<file path="src/rtl/byte_mem_pkg.sv">
// Shared widths, lane encodings and FSM states for the byte-store
// read-modify-write path into the 24-bit data RAM.
package byte_mem_pkg;

    localparam int WORD_W = 24;
    localparam int BYTE_W = 8;
    localparam int DIN_W  = 18;

    typedef enum logic [2:0] {
        LANE_HI  = 3'b100,
        LANE_MID = 3'b010,
        LANE_LO  = 3'b001
    } lane_e;

    typedef enum logic [2:0] {
        IDLE = 3'd0,
        RD   = 3'd1,
        MRG  = 3'd2,
        WR   = 3'd3,
        ERR  = 3'd4
    } rmw_state_e;

    function automatic logic is_onehot3(input logic [2:0] v);
        return (v == 3'b100) || (v == 3'b010) || (v == 3'b001);
    endfunction

endpackage

</file>
<file path="src/rtl/byte_lane_merge.sv">
// Replaces one 8-bit lane of a 24-bit word; the other lanes pass through.
module byte_lane_merge
    import byte_mem_pkg::*;
(
    input  logic [WORD_W-1:0] old_word_i,
    input  logic [BYTE_W-1:0] byte_i,
    input  logic [2:0]        lane_i,
    output logic [WORD_W-1:0] merged_o
);

    // A non-one-hot lane never reaches here; pass the word through untouched.
    always_comb begin
        merged_o = old_word_i;
        case (lane_i)
            LANE_HI:  merged_o[3*BYTE_W-1:2*BYTE_W] = byte_i;
            LANE_MID: merged_o[2*BYTE_W-1:BYTE_W]   = byte_i;
            LANE_LO:  merged_o[BYTE_W-1:0]          = byte_i;
            default:  merged_o = old_word_i;
        endcase
    end

endmodule

</file>
<file path="src/rtl/byte_rmw_ctrl.sv">
// Byte-store sequencer: read-modify-write of one lane of a 24-bit RAM word,
// one store at a time, every RAM-facing output registered.
module byte_rmw_ctrl
    import byte_mem_pkg::*;
#(
    parameter int ADDR_W = 10
) (
    input  logic              clk,
    input  logic              rst_n,
    input  logic              req_valid,
    output logic              req_ready,
    input  logic [ADDR_W-1:0] req_addr,
    input  logic [2:0]        req_byteena,
    input  logic [DIN_W-1:0]  req_data,
    output logic [ADDR_W-1:0] mem_addr,
    output logic              mem_rd_en,
    input  logic [WORD_W-1:0] mem_rdata,
    output logic              mem_wr_en,
    output logic [WORD_W-1:0] mem_wdata,
    output logic              done,
    output logic              err
);

    rmw_state_e          state_q, state_d;
    logic [ADDR_W-1:0]   mem_addr_q, mem_addr_d;
    logic                rd_en_q, rd_en_d;
    logic                wr_en_q, wr_en_d;
    logic [WORD_W-1:0]   wdata_q, wdata_d;
    logic                done_q, done_d;
    logic                err_q, err_d;
    logic [2:0]          lane_q, lane_d;
    logic [BYTE_W-1:0]   byte_q, byte_d;
    logic [WORD_W-1:0]   merged;
    logic                unused_req_data;

    // Upper store-data bits carry no meaning for a byte store.
    assign unused_req_data = ^req_data[DIN_W-1:BYTE_W];

    byte_lane_merge u_merge (
        .old_word_i (mem_rdata),
        .byte_i     (byte_q),
        .lane_i     (lane_q),
        .merged_o   (merged)
    );

    always_comb begin
        state_d    = state_q;
        mem_addr_d = mem_addr_q;
        rd_en_d    = 1'b0;
        wr_en_d    = 1'b0;
        wdata_d    = wdata_q;
        done_d     = 1'b0;
        err_d      = 1'b0;
        lane_d     = lane_q;
        byte_d     = byte_q;
        case (state_q)
            IDLE: begin
                if (req_valid) begin
                    if (is_onehot3(req_byteena)) begin
                        lane_d     = req_byteena;
                        byte_d     = req_data[BYTE_W-1:0];
                        mem_addr_d = req_addr;
                        rd_en_d    = 1'b1;
                        state_d    = RD;
                    end else begin
                        err_d   = 1'b1;
                        state_d = ERR;
                    end
                end
            end
            RD:  state_d = MRG;
            MRG: begin
                wdata_d = merged;
                wr_en_d = 1'b1;
                done_d  = 1'b1;
                state_d = WR;
            end
            WR:      state_d = IDLE;
            ERR:     state_d = IDLE;
            default: state_d = IDLE;
        endcase
    end

    always_ff @(posedge clk or negedge rst_n) begin
        if (!rst_n) begin
            state_q    <= IDLE;
            mem_addr_q <= '0;
            rd_en_q    <= 1'b0;
            wr_en_q    <= 1'b0;
            wdata_q    <= '0;
            done_q     <= 1'b0;
            err_q      <= 1'b0;
            lane_q     <= '0;
            byte_q     <= '0;
        end else begin
            state_q    <= state_d;
            mem_addr_q <= mem_addr_d;
            rd_en_q    <= rd_en_d;
            wr_en_q    <= wr_en_d;
            wdata_q    <= wdata_d;
            done_q     <= done_d;
            err_q      <= err_d;
            lane_q     <= lane_d;
            byte_q     <= byte_d;
        end
    end

    assign req_ready = (state_q == IDLE);
    assign mem_addr  = mem_addr_q;
    assign mem_rd_en = rd_en_q;
    assign mem_wr_en = wr_en_q;
    assign mem_wdata = wdata_q;
    assign done      = done_q;
    assign err       = err_q;

endmodule
</file>
<file path="config.mk">
export PLATFORM = sky130hd
export DESIGN_NAME = byte_rmw_ctrl
export DESIGN_NICKNAME = d
export VERILOG_FILES = /design/src/rtl/byte_mem_pkg.sv /design/src/rtl/byte_lane_merge.sv /design/src/rtl/byte_rmw_ctrl.sv
export SDC_FILE = /design/constraint.sdc
export NUM_CORES = 1
export LEC_CHECK = 0
export BUFFER_PORTS_ARGS = -buffer_cell sky130_fd_sc_hd__buf_4
export CORE_MARGIN = 2
export CORE_UTILIZATION = 25
export CTS_CLUSTER_DIAMETER = 40
export DETAILED_ROUTE_END_ITERATION = 10
export GPL_ROUTABILITY_DRIVEN = 0
export GPL_TIMING_DRIVEN = 0
export MAX_ROUTING_LAYER = met4
export PLACE_DENSITY_LB_ADDON = 0.1
export REMOVE_ABC_BUFFERS = 1
export SLEW_MARGIN = 20
export SYNTH_ARGS = -nofsm -noshare
export SYNTH_HDL_FRONTEND = slang
export SYNTH_HIERARCHICAL = 1
export SYNTH_SLANG_ARGS = --single-unit
</file>
<file path="constraint.sdc">
create_clock -name clk -period 1.6 [get_ports clk]
set_input_delay 0.24 -clock clk [delete_from_list [all_inputs] [get_ports clk]]
set_output_delay 0.24 -clock clk [all_outputs]
set_load 0.02 [all_outputs]
</file>
==> results of run 1 <==
==> final timing paths <==
check / start / to / cells past startpoint
max: lane_q[0] / mem_wdata[7] / 4
min: rst_n / mem_wdata[19] / 1
max reg2reg: lane_q[0] / mem_wdata[7] / 4
min reg2reg: mem_wdata[16] / mem_wdata[16] / 1
max in group asynchronous: rst_n / state_q[0] / 1
min in group clk: req_addr[4] / mem_addr[4] / 2
==> through the flow <==
stage	hold WS [ns]	power (W)
2_1_floorplan	-0.0556	0.00432
3_5_place_dp	0.337	0.00557
6_report	-0.0315	0.00670
3_3_place_gp	0.340	0.00556
4_1_cts	0.00135	0.00649
5_1_grt	0.0304	0.00712
==> metal layers <==
| metal | global-route usage (%) | vias up | wire, um |
|---|---|---|---|
| met2 | 19.2 | 56 | 2890 |
| met3 | 3.04 | 4 | 360 |
| met5 | - | - | 0 |
| met4 | 2.81 | 0 | 14 |
| li1 | - | 728 | - |
| met1 | 15.9 | 805 | 2840 |
==> layout make-up <==
type                    count  area share, %
multi-input cells          92           35.1
inverters                   1          0.108
clock buffers               6           2.09
repair buffers             95           21.7
well taps                 111           4.00
flip-flops and latches     51           37.0
==> sequential cells by signal (all words and copies together) (netlist names) <==
| register | flops |
|---|---|
| byte_q | 8 |
| lane_q | 3 |
| done | 1 |
| mem_rd_en | 1 |
| mem_wdata | 24 |
| err | 1 |
| state_q | 3 |
| mem_addr | 10 |
==> logic make-up (layout without fill, tap and decap cells) <==
family	after synthesis	in the layout	share of synthesized area, %
multiplexers	68	68	35.5
flip-flops	51	51	54.1
AND/OR/NAND/NOR	13	13	5.30
buffers and inverters	7	102	2.07
AO/OA/AOI/OAI	6	9	2.38
XOR/XNOR	2	2	0.742
==> where the power goes <==
part	internal [W]	switching (W)	total [W]
Clock	0.000293	0.000400	0.000694
Combinational	0.00206	0.00153	0.00359
Sequential	0.00194	0.000477	0.00241
==> cells in the final DEF (no fill, tap or decap) <==
| cell type | n |
|---|---|
| sky130_fd_sc_hd__o21bai_1 | 1 |
| sky130_fd_sc_hd__o21ai_0 | 1 |
| sky130_fd_sc_hd__clkbuf_8 | 5 |
| sky130_fd_sc_hd__buf_12 | 2 |
| sky130_fd_sc_hd__xor2_2 | 1 |
| sky130_fd_sc_hd__buf_4 | 89 |
| sky130_fd_sc_hd__mux2_2 | 21 |
| sky130_fd_sc_hd__nor3_1 | 1 |
| sky130_fd_sc_hd__nand2_1 | 2 |
| sky130_fd_sc_hd__xnor2_1 | 1 |
| sky130_fd_sc_hd__o211ai_4 | 4 |
| sky130_fd_sc_hd__dfrtp_2 | 5 |
| sky130_fd_sc_hd__o21ai_2 | 1 |
| sky130_fd_sc_hd__clkbuf_1 | 1 |
| sky130_fd_sc_hd__nor3b_4 | 3 |
| sky130_fd_sc_hd__a21o_2 | 1 |
| sky130_fd_sc_hd__dfrtp_1 | 46 |
| sky130_fd_sc_hd__mux2_4 | 47 |
| sky130_fd_sc_hd__buf_6 | 4 |
| sky130_fd_sc_hd__inv_1 | 1 |
| sky130_fd_sc_hd__nor2_1 | 3 |
| sky130_fd_sc_hd__and2_4 | 1 |
| sky130_fd_sc_hd__and2_2 | 2 |
| sky130_fd_sc_hd__nor4b_4 | 1 |
| sky130_fd_sc_hd__a22o_1 | 1 |
==> critical path: stages, from the launching register on <==
cell                      delay, ns
sky130_fd_sc_hd__dfrtp_2       0.45
sky130_fd_sc_hd__nor3b_4       0.29
sky130_fd_sc_hd__buf_12        0.18
sky130_fd_sc_hd__mux2_4        0.30
sky130_fd_sc_hd__mux2_4        0.26
==> repair_timing <==
action | in CTS | in global routing
gates resized for setup | 9 | 35
setup buffers | 7 | 2
endpoints found under the setup margin | 44 | 44
cloned | 3 | 0
pin swaps | 2 | 2
==> load_flow_metrics.sql, run 1 <==
INSERT INTO impl_metrics (metric_group, metric, value, unit) VALUES
('run_status', 'failed_checks', 'negative hold slack', ''),
('critical_path', 'path_class', 'flip-flop to flip-flop', ''),
('clocking', 'cts_made_buffers', '5', ''),
('critical_path', 'crit_path_start_kind', 'flip-flop', ''),
('sta', 'timing.final.crit_share', '99.6', '%'),
('synthesis', 'synth_top_cell_area_share', '54.1', '%'),
('drt', 'dr_total_vias', '1593', ''),
('drt', 'detailedRoute.firstPassIterationCount', '4', ''),
('synthesis', 'synth.top_cells.by_area', 'sky130_fd_sc_hd__dfrtp_1, sky130_fd_sc_hd__mux2_2, sky130_fd_sc_hd__mux2_4', ''),
('drt', 'antenna_violating_nets_post_route', '0', ''),
('synthesis', 'synth.ff_latch_count', '51', ''),
('layout', 'syn2layout_area_growth', '47.0', '%'),
('placed_design', 'placed_area', '0.00310', 'mm2'),
('critical_path', 'crit_required', '1.79', 'ns'),
('layout', 'final_area', '0.00347', 'mm2'),
('synthesis', 'synthMostInstantiatedCell', 'sky130_fd_sc_hd__dfrtp_1', ''),
('synthesis', 'yosys_warnings', '6', ''),
('clocking', 'path_clk_slew', '0.09', 'ns'),
('layout', 'diodes', '0', ''),
('placed_design', 'dp_cells', '338', ''),
('critical_path', 'worst-path-max-fanout', '7', ''),
('die', 'initial_utilization', '25.7', '%'),
('layout', 'multi_input_comb_area', '0.00122', 'mm2'),
('layout', 'finalCoreUtilization', '37.7', '%'),
('placed_design', 'pre_cts_setup_slack', '-0.410', 'ns'),
('die', 'top_level_ports', '97', ''),
('synthesis', 'postSynthCellCount', '147', ''),
('drt', 'route.final.wire_length', '6100', 'um'),
('sta', 'fin_clk_skew', '0.00784', 'ns'),
('sta', 'drv_slew', '0', ''),
('global_route', 'overflow', '0', ''),
('synthesis', 'post_synth_most_frequent_cells', 'sky130_fd_sc_hd__dfrtp_1, sky130_fd_sc_hd__mux2_2, sky130_fd_sc_hd__mux2_4', ''),
('layout', 'final.fill_count', '911', ''),
('flow_run', 'maxCapViolCount', '0', ''),
('synthesis', 'async_reset_ff_share', '100', '%'),
('layout', 'finalNonFillerCells', '356', ''),
('synthesis', 'synth_cell_type_count', '21', ''),
('worst_hold_path', 'holdCritPathClass', 'input pin to async pin', ''),
('run_status', 'outcome', 'finished with violations', ''),
('clocking', 'numClockSinks', '51', ''),
('layout', 'num-nets-final', '304', ''),
('drt', 'first_iter_violations', '27', ''),
('global_route', 'grt_usage', '12.2', '%'),
('sta', 'layout_setup_ws', '0.00678', 'ns'),
('sta', 'max_freq', '628', 'MHz'),
('power', 'powerDensity', '1930', 'mW/mm2'),
('global_route', 'number_of_antenna_violations_at_the_first_check_in_global_routing', '0', ''),
('power', 'p_leak', '1.66', 'nW'),
('critical_path', 'setup.reg_to_reg.worst_slack', '0.007', 'ns'),
('placed_design', 'hpwlAfterDp', '3680', 'um'),
('die', 'rows', '35', ''),
('clocking', 'ctsRootBufferMaster', 'sky130_fd_sc_hd__clkbuf_8', ''),
('die', 'area_of_the_die', '0.0102', 'mm2'),
('layout', 'seq_area', '0.00128', 'mm2'),
('sta', 'rsz_0062_raised_after_global_routing', 'true', ''),
('clocking', 'tritoncts', 'yes', ''),
('drt', 'via_per_inst', '4.47', ''),
('synthesis', 'ys_seq_area_share', '54.1', '%'),
('clocking', 'hold_buffers', '0', ''),
('sta', 'hold-worst-slack', '-0.0315', 'ns'),
('die', 'die_y', '101', 'um'),
('sta', 'hold_violation_total_from_the_final_report', '51', ''),
('global_route', 'grt_max_degree', '52', ''),
('placed_design', 'portBuffers', '86', ''),
('synthesis', 'mappedNetlistArea', '0.00236', 'mm2'),
('die', 'design.core.area', '0.00920', 'mm2'),
('sta', 'post-route-min-period', '1.59', 'ns'),
('sta', 'number_of_setup_violations_in_the_final_report', '0', ''),
('synthesis', 'synthesis.area_per_instance', '16.1', 'um2'),
('critical_path', 'setup.worst_path.end_class', 'flip-flop', ''),
('critical_path', 'cp_data_arrival_time', '1.78', 'ns');
(Power assumes the default switching activity.)
==> run 2: changes to the inputs <==
--- a/config.mk
+++ b/config.mk
@@ -15,8 +15,8 @@
 export MAX_ROUTING_LAYER = met4
 export PLACE_DENSITY_LB_ADDON = 0.1
 export REMOVE_ABC_BUFFERS = 1
+export SETUP_SLACK_MARGIN = 0.3
 export SLEW_MARGIN = 20
 export SYNTH_ARGS = -nofsm -noshare
 export SYNTH_HDL_FRONTEND = slang
-export SYNTH_HIERARCHICAL = 1
 export SYNTH_SLANG_ARGS = --single-unit
==> run 2 against run 1 <==
  * The flow now finishes without violations
  * Clock skew is 0.0040 ns higher
  * Non-clock buffer count is 22 higher
  * Flip-flop and latch count is the same
  * Area after synthesis down 4.8%
  * Cell count grew 12%
  * Largest cell class unchanged
==> load_flow_metrics.sql, run 2 <==
INSERT INTO impl_metrics (metric_group, metric, value, unit) VALUES
('clocking', 'cts_made_buffers', '5', ''),
('synthesis', 'postSynthCellCount', '176', ''),
('synthesis', 'synth_top_cell_by_area', 'sky130_fd_sc_hd__dfrtp_1', ''),
('synthesis', 'synthMostInstantiatedCell', 'sky130_fd_sc_hd__dfrtp_1', ''),
('clocking', 'tritoncts', 'yes', ''),
('synthesis', 'mappedNetlistArea', '0.00225', 'mm2'),
('sta', 'max_slew_margin', '54.2', '%'),
('layout', 'largest_reg_flops', '24', ''),
('drt', 'via_per_inst', '4.40', ''),
('clocking', 'clock_tree.htree_level_count', '2', ''),
('synthesis', 'ys_seq_area_share', '56.8', '%'),
('placed_design', 'portBuffers', '86', ''),
('global_route', 'grt_max_degree', '52', ''),
('synthesis', 'async_reset_ff_share', '100', '%'),
('layout', 'syn2layout_area_growth', '61.8', '%'),
('critical_path', 'path_class', 'flip-flop to flip-flop', ''),
('synthesis', 'yosys_warnings', '0', ''),
('layout', 'commonest_non_fill_non_tap_cell_in_the_layout', 'sky130_fd_sc_hd__buf_4', ''),
('global_route', 'grt_usage', '12.7', '%'),
('global_route', 'grt_first_pass_wirelength', '9430', 'um'),
('layout', 'diodes', '0', ''),
('sta', 'hold_violation_total_from_the_final_report', '0', ''),
('power', 'fraction_of_power_consumed_by_the_clock_network', '10.6', '%'),
('drt', 'first_iter_violations', '44', ''),
('worst_hold_path', 'holdCritPathClass', 'input pin to flip-flop', ''),
('synthesis', 'synth_top_cell_area_share', '56.8', '%'),
('sta', 'hold-worst-slack', '0.152', 'ns'),
('layout', 'commonest_cells_after_routing_fill_and_taps_aside', 'sky130_fd_sc_hd__buf_4, sky130_fd_sc_hd__dfrtp_1, sky130_fd_sc_hd__mux2i_1', ''),
('clocking', 'path_clk_slew', '0.11', 'ns'),
('sta', 'timing.final.crit_share', '99.1', '%'),
('die', 'die_y', '98.8', 'um'),
('power', 'net-switching-power', '0.00284', 'W'),
('synthesis', 'post_synth_most_frequent_cells', 'sky130_fd_sc_hd__dfrtp_1, sky130_fd_sc_hd__nor2_1, sky130_fd_sc_hd__a21oi_1, sky130_fd_sc_hd__mux2i_1, sky130_fd_sc_hd__mux2_4', ''),
('placed_design', 'pre_cts_setup_slack', '-0.284', 'ns'),
('power', 'p_int', '0.00450', 'W'),
('drt', 'route.detailed.wl_per_inst', '15.3', 'um'),
('placed_design', 'hpwlAfterDp', '4080', 'um'),
('critical_path', 'cp_num_buf_inv', '1', ''),
('power', 'ir_worst_vdd', '0.000798', 'V'),
('layout', 'num-nets-final', '347', ''),
('clocking', 'ctsRootBufferMaster', 'sky130_fd_sc_hd__clkbuf_8', ''),
('power', 'seqPwrFrac', '33.0', '%'),
('global_route', 'number_of_antenna_violations_at_the_first_check_in_global_routing', '0', ''),
('flow_run', 'maxCapViolCount', '0', ''),
('drt', 'antenna_violating_nets_post_route', '0', ''),
('critical_path', 'timing.critical_path.slowest_cell_delay', '0.45', 'ns'),
('sta', 'drv_slew', '0', ''),
('die', 'design.core.area', '0.00872', 'mm2'),
('power', 'swShare', '38.7', '%'),
('layout', 'final.fill_count', '834', ''),
('sta', 'fin_clk_skew', '0.0118', 'ns'),
('critical_path', 'cp_slowest_cell', 'sky130_fd_sc_hd__dfrtp_2', ''),
('die', 'area_of_the_die', '0.00977', 'mm2'),
('drt', 'remaining_design_rule_violation_count', '0', ''),
('sta', 'post-route-min-period', '1.59', 'ns'),
('synthesis', 'synth_cell_type_count', '24', ''),
('clocking', 'cts_max_path_buffers', '2', ''),
('layout', 'final_layout_size_suffix_gt1_share', '62.4', '%'),
('sta', 'worstMarginPinSlew', '0.688', 'ns'),
('drt', 'detailedRoute.firstPassIterationCount', '4', ''),
('critical_path', 'worst-path-max-fanout', '15', ''),
('layout', 'seq_area', '0.00128', 'mm2'),
('sta', 'layout_setup_ws', '0.0143', 'ns'),
('critical_path', 'setup.worst_path.end_class', 'flip-flop', ''),
('critical_path', 'cpLargestDelayFamily', 'flip-flops', ''),
('die', 'rows', '34', ''),
('drt', 'dr_total_vias', '1750', ''),
('power', 'p_leak', '1.67', 'nW'),
('synthesis', 'synth.ff_latch_count', '51', ''),
('clocking', 'clock_latency', '0.31', 'ns'),
('die', 'top_level_ports', '97', ''),
('layout', 'multi_input_comb_area', '0.00108', 'mm2'),
('sta', 'max_freq', '631', 'MHz'),
('critical_path', 'timing.critical_path.cells', 'nor4b_4 > o211ai_4 > buf_16 > mux2_4', ''),
('synthesis', 'yosys_most_used_dff', 'sky130_fd_sc_hd__dfrtp_1', ''),
('power', 'combinationalPowerShare', '56.4', '%'),
('clocking', 'numClockSinks', '51', ''),
('critical_path', 'cp_data_arrival_time', '1.78', 'ns'),
('synthesis', 'synth_enable_flop_cells', '0', ''),
('critical_path', 'crit_required', '1.80', 'ns'),
('global_route', 'number_of_global_route_vias_before_repair', '1790', ''),
('critical_path', 'crit_path_start_kind', 'flip-flop', ''),
('power', 'powerDensity', '2020', 'mW/mm2'),
('synthesis', 'synthesis.area_per_instance', '12.8', 'um2'),
('drt', 'route.final.wire_length', '6100', 'um'),
('die', 'initial_utilization', '25.8', '%'),
('run_status', 'outcome', 'finished clean', ''),
('global_route', 'overflow', '0', ''),
('sta', 'rsz_0062_raised_after_global_routing', 'true', ''),
('synthesis', 'synth.top_cells.by_area', 'sky130_fd_sc_hd__dfrtp_1, sky130_fd_sc_hd__mux2_4, sky130_fd_sc_hd__mux2i_1', ''),
('die', 'dieWidth', '98.8', 'um'),
('sta', 'number_of_setup_violations_in_the_final_report', '0', '');
==> run 2: cells by family (layout without fill, tap and decap cells) <==
group / Yosys count / after routing / synth area share (%)
buf+inv: 12 / 126 / 3.17
flops: 51 / 51 / 56.8
mux: 44 / 44 / 23.9
simple gates: 37 / 37 / 8.01
compound gates: 30 / 30 / 7.40
xor+xnor: 2 / 2 / 0.779
==> run 2: final cells by class <==
cell class | instances | area share [%]
timing repair buffer | 117 | 28.7
tap | 108 | 3.71
clock buffer | 5 | 1.89
multi-input combinational | 113 | 29.7
clock inverter | 3 | 0.688
inverter | 1 | 0.103
sequential | 51 | 35.2
==> run 2: worst paths after layout <==
path / start / to / slack, ns / cells past startpoint
setup reg to reg: state_q[0] / lane_q[2] / 0.01 / 4
min in group asynchronous: rst_n / mem_wdata[23] / 0.50 / 2
setup / recovery: state_q[0] / lane_q[2] / 0.01 / 4
hold / removal: req_addr[3] / mem_addr[3] / 0.15 / 2
max in group asynchronous: rst_n / state_q[0] / 0.57 / 2
hold reg to reg: mem_addr[0] / mem_addr[0] / 0.53 / 1
==> run 2: worst reg2reg max path, stage by stage (launching register included) <==
cell and delay (ns):
sky130_fd_sc_hd__dfrtp_2 0.45, sky130_fd_sc_hd__nor4b_4 0.36, sky130_fd_sc_hd__o211ai_4 0.17, sky130_fd_sc_hd__buf_16 0.20
sky130_fd_sc_hd__mux2_4 0.31
==> run 2: per-layer routing <==
metal	track usage (%)	routed length, um	up-vias
met1	16.7	2800	864
met4	2.53	20	0
li1	-	-	837
met3	3.05	275	3
met2	20.3	3000	46
met5	-	0	-
==> run 2: metrics by stage <==
stage	TNS [ns]	area, um2	total power [W]	util [%]	instances
3_3_place_gp	-108.38	2960	0.00507	34.0	359
6_report	0	3640	0.00734	41.7	398
4_1_cts	0	3380	0.00673	38.7	392
3_5_place_dp	-6.17	3090	0.00550	35.4	367
2_1_floorplan	-56.10	2180	0.00407	-	165
5_1_grt	-0.449	3640	0.00781	41.7	398
==> run 2: power by group through the flow <==
stage                     clock, W  combinational [W]  sequential [W]
after global placement           0            0.00273         0.00234
after CTS                 0.000811            0.00354         0.00238
after detailed placement         0            0.00313         0.00238
after floorplan                  0            0.00123         0.00285
final                     0.000777            0.00414         0.00242
after global routing      0.000867            0.00442         0.00252
==> run 2: what timing repair did <==
| action | in CTS | in global routing |
|---|---|---|
| hold buffers | 1 | 0 |
| resized for setup | 13 | 45 |
| pin swaps | 3 | 4 |
| endpoints found under the setup margin | 48 | 48 |
| endpoints found under the hold margin | 33 | 0 |
| cloned | 1 | 2 |
| setup buffers | 15 | 4 |
==> run 3: changes to the inputs <==
--- a/config.mk
+++ b/config.mk
@@ -12,8 +12,7 @@
 export DETAILED_ROUTE_END_ITERATION = 10
 export GPL_ROUTABILITY_DRIVEN = 0
 export GPL_TIMING_DRIVEN = 0
-export MAX_ROUTING_LAYER = met4
-export PLACE_DENSITY_LB_ADDON = 0.1
+export PLACE_DENSITY = 0.51
 export REMOVE_ABC_BUFFERS = 1
 export SETUP_SLACK_MARGIN = 0.3
 export SLEW_MARGIN = 20
==> run 3 against run 2 <==
  * Largest power group unchanged
  * Utilization decreased by 0.59 points
  * Maximum frequency about the same
  * Combinational power fell by 5%
  * Die area unchanged
  * Setup slack improved by 0.00097 ns
  * Critical endpoint is now mem_addr[8]
  * Register-to-register slack about the same
  * Clock skew is 0.0048 ns lower
  * Global-route usage decreased by 0.50 points
  * Total power is 0.87% lower
  * Clock-buffer cell count up 1
  * Non-clock buffer count grew 6
==> load_flow_metrics.sql, run 3 (synthesis gave the netlist of run 2 again) <==
INSERT INTO impl_metrics (metric_group, metric, value, unit) VALUES
('global_route', 'number_of_antenna_violations_at_the_first_check_in_global_routing', '0', ''),
('critical_path', 'crit-reg2reg-launch', 'state_q[0]', ''),
('layout', 'syn2layout_area_growth', '59.5', '%'),
('clocking', 'ctsRootBufferMaster', 'sky130_fd_sc_hd__clkbuf_8', ''),
('critical_path', 'cp_data_arrival_time', '1.78', 'ns'),
('worst_hold_path', 'holdPathEnd', 'mem_addr[4]', ''),
('placed_design', 'hpwlAfterDp', '3940', 'um'),
('global_route', 'grt_first_pass_wirelength', '9350', 'um'),
('die', 'area_of_the_die', '0.00977', 'mm2'),
('layout', 'final_area', '0.00359', 'mm2'),
('layout', 'commonest_cells_after_routing_fill_and_taps_aside', 'sky130_fd_sc_hd__buf_4, sky130_fd_sc_hd__dfrtp_1, sky130_fd_sc_hd__nor2_1', ''),
('layout', 'diodes', '0', ''),
('sta', 'rsz_0062_raised_after_global_routing', 'true', ''),
('critical_path', 'setup.reg_to_reg.worst_slack', '0.02', 'ns'),
('sta', 'worstMarginPinSlew', '0.673', 'ns'),
('clocking', 'cts_made_buffers', '5', ''),
('critical_path', 'reg2reg_to', 'mem_addr[8]', ''),
('power', 'powerDensity', '2030', 'mW/mm2'),
('die', 'rows', '34', ''),
('global_route', 'grt_max_degree', '52', ''),
('clocking', 'path_clk_slew', '0.10', 'ns'),
('clocking', 'clock_latency', '0.30', 'ns'),
('run_status', 'outcome', 'finished clean', ''),
('die', 'dieWidth', '98.8', 'um'),
('critical_path', 'ff2ff_path_depth', '4', ''),
('layout', 'num-nets-final', '353', ''),
('sta', 'fin_clk_skew', '0.00704', 'ns'),
('power', 'p_leak', '1.70', 'nW'),
('die', 'top_level_ports', '97', ''),
('sta', 'max_slew_margin', '55.1', '%'),
('critical_path', 'crit_path_start_kind', 'flip-flop', ''),
('sta', 'setup-tns-final', '0', 'ns'),
('sta', 'hold_violation_total_from_the_final_report', '0', ''),
('drt', 'first_iter_violations', '22', ''),
('placed_design', 'portBuffers', '86', ''),
('clocking', 'cts_max_path_buffers', '2', ''),
('clocking', 'clock_tree.htree_level_count', '2', ''),
('power', 'ir_worst_vdd', '0.000616', 'V'),
('global_route', 'grt_usage', '12.2', '%'),
('critical_path', 'setup.worst_path.end_class', 'flip-flop', ''),
('die', 'design.core.area', '0.00872', 'mm2'),
('drt', 'remaining_design_rule_violation_count', '0', ''),
('global_route', 'overflow', '0', ''),
('sta', 'number_of_setup_violations_in_the_final_report', '0', ''),
('die', 'initial_utilization', '25.8', '%'),
('drt', 'antenna_violating_nets_post_route', '0', ''),
('sta', 'drv_slew', '0', ''),
('drt', 'route.final.wire_length', '6040', 'um'),
('critical_path', 'crit_required', '1.80', 'ns'),
('flow_run', 'maxCapViolCount', '0', ''),
('sta', 'timing.final.crit_share', '99.0', '%'),
('worst_hold_path', 'holdCritPathClass', 'input pin to flip-flop', ''),
('sta', 'max_freq', '631', 'MHz'),
('layout', 'largest_reg_flops', '24', ''),
('placed_design', 'placed_area', '0.00308', 'mm2'),
('layout', 'commonest_non_fill_non_tap_cell_in_the_layout', 'sky130_fd_sc_hd__buf_4', ''),
('die', 'die_y', '98.8', 'um'),
('worst_hold_path', 'min-delay-start', 'req_addr[4]', ''),
('drt', 'route.detailed.wl_per_inst', '15.0', 'um'),
('critical_path', 'worst-path-max-fanout', '16', ''),
('drt', 'dr_total_vias', '1786', ''),
('clocking', 'tritoncts', 'yes', ''),
('clocking', 'numClockSinks', '51', ''),
('sta', 'post-route-min-period', '1.58', 'ns'),
('global_route', 'number_of_global_route_vias_before_repair', '1831', ''),
('drt', 'via_per_inst', '4.42', ''),
('layout', 'final_layout_size_suffix_gt1_share', '57.4', '%'),
('worst_hold_path', 'instance_count_along_the_most_critical_hold_path', '2', ''),
('drt', 'detailedRoute.firstPassIterationCount', '4', ''),
('critical_path', 'path_class', 'flip-flop to flip-flop', ''),
('power', 'total_power', '0.00727', 'W');
==> run 3: cell types whose count changed in the layout (fill, tap and decap cells not counted), sizes merged <==
cell,previous run,this run
clkinvlp,1,0
buf,114,121
bufinv,0,1
clkinv,2,1
==> run 3: timing repair <==
| action | 4_1_cts | 5_1_grt |
|---|---|---|
| resized for setup | 15 | 26 |
| pin swaps | 3 | 5 |
| cloned | 0 | 1 |
| hold buffers | 1 | 0 |
| endpoints found under the setup margin | 48 | 49 |
| setup buffers | 16 | 11 |
| hold endpoints to repair | 51 | 0 |
==> run 3: metal layers <==
metal	global-route usage [%]	part of all wire, %
met1	15.8	43
met2	19.9	49
met3	3.97	7.3
met4	3.16	0.91
met5	0	0
==> run 3: cell type report <==
| cell class | instances | area [um2] |
|---|---|---|
| well taps | 108 | 135 |
| inverters | 1 | 3.75 |
| clock buffers | 6 | 82.6 |
| fillers | 835 | 5130 |
| clock inverters | 2 | 35.0 |
| repair buffers | 123 | 1060 |
| multi-input cells | 113 | 992 |
| flip-flops and latches | 51 | 1280 |
==> run 3: worst max path at each step <==
| stage | start | end | slack (ns) |
|---|---|---|---|
| 2_1_floorplan | state_q[2] | state_q[0] | -1.95 |
| 3_3_place_gp | state_q[2] | state_q[0] | -3.70 |
| 3_5_place_dp | state_q[2] | mem_addr[8] | -0.22 |
| 4_1_cts | state_q[1] | byte_q[3] | 0.04 |
| 5_1_grt | state_q[0] | mem_addr[2] | -0.05 |
| 6_report | state_q[0] | mem_addr[8] | 0.02 |
==> run 3: power breakdown <==
group	switching [W]	internal, W	leakage [nW]	total (W)
clock network	0.000440	0.000507	0.0612	0.000947
registers	0.000473	0.00191	0.582	0.00239
logic	0.00174	0.00221	1.05	0.00394
total	0.00265	0.00463	1.70	0.00727
==> run 3: stage by stage <==
stage,worst slack [ns],utilization (%),std cells,hold slack (ns)
finish,0.0153,41.1,404,0.155
global route,-0.0475,41.1,404,0.133
floorplan,-1.95,-,165,-0.0556
detailed placement,-0.225,35.3,367,0.334
global placement,-3.70,34.0,359,0.332
CTS,0.0415,38.8,392,0.139
==> run 3: critical path, cell delays in order, from the launching register on <==
cell                       delay, ns
sky130_fd_sc_hd__dfrtp_2        0.44
sky130_fd_sc_hd__nor4b_4        0.36
sky130_fd_sc_hd__o211ai_4       0.16
sky130_fd_sc_hd__buf_16         0.20
sky130_fd_sc_hd__mux2_4         0.30
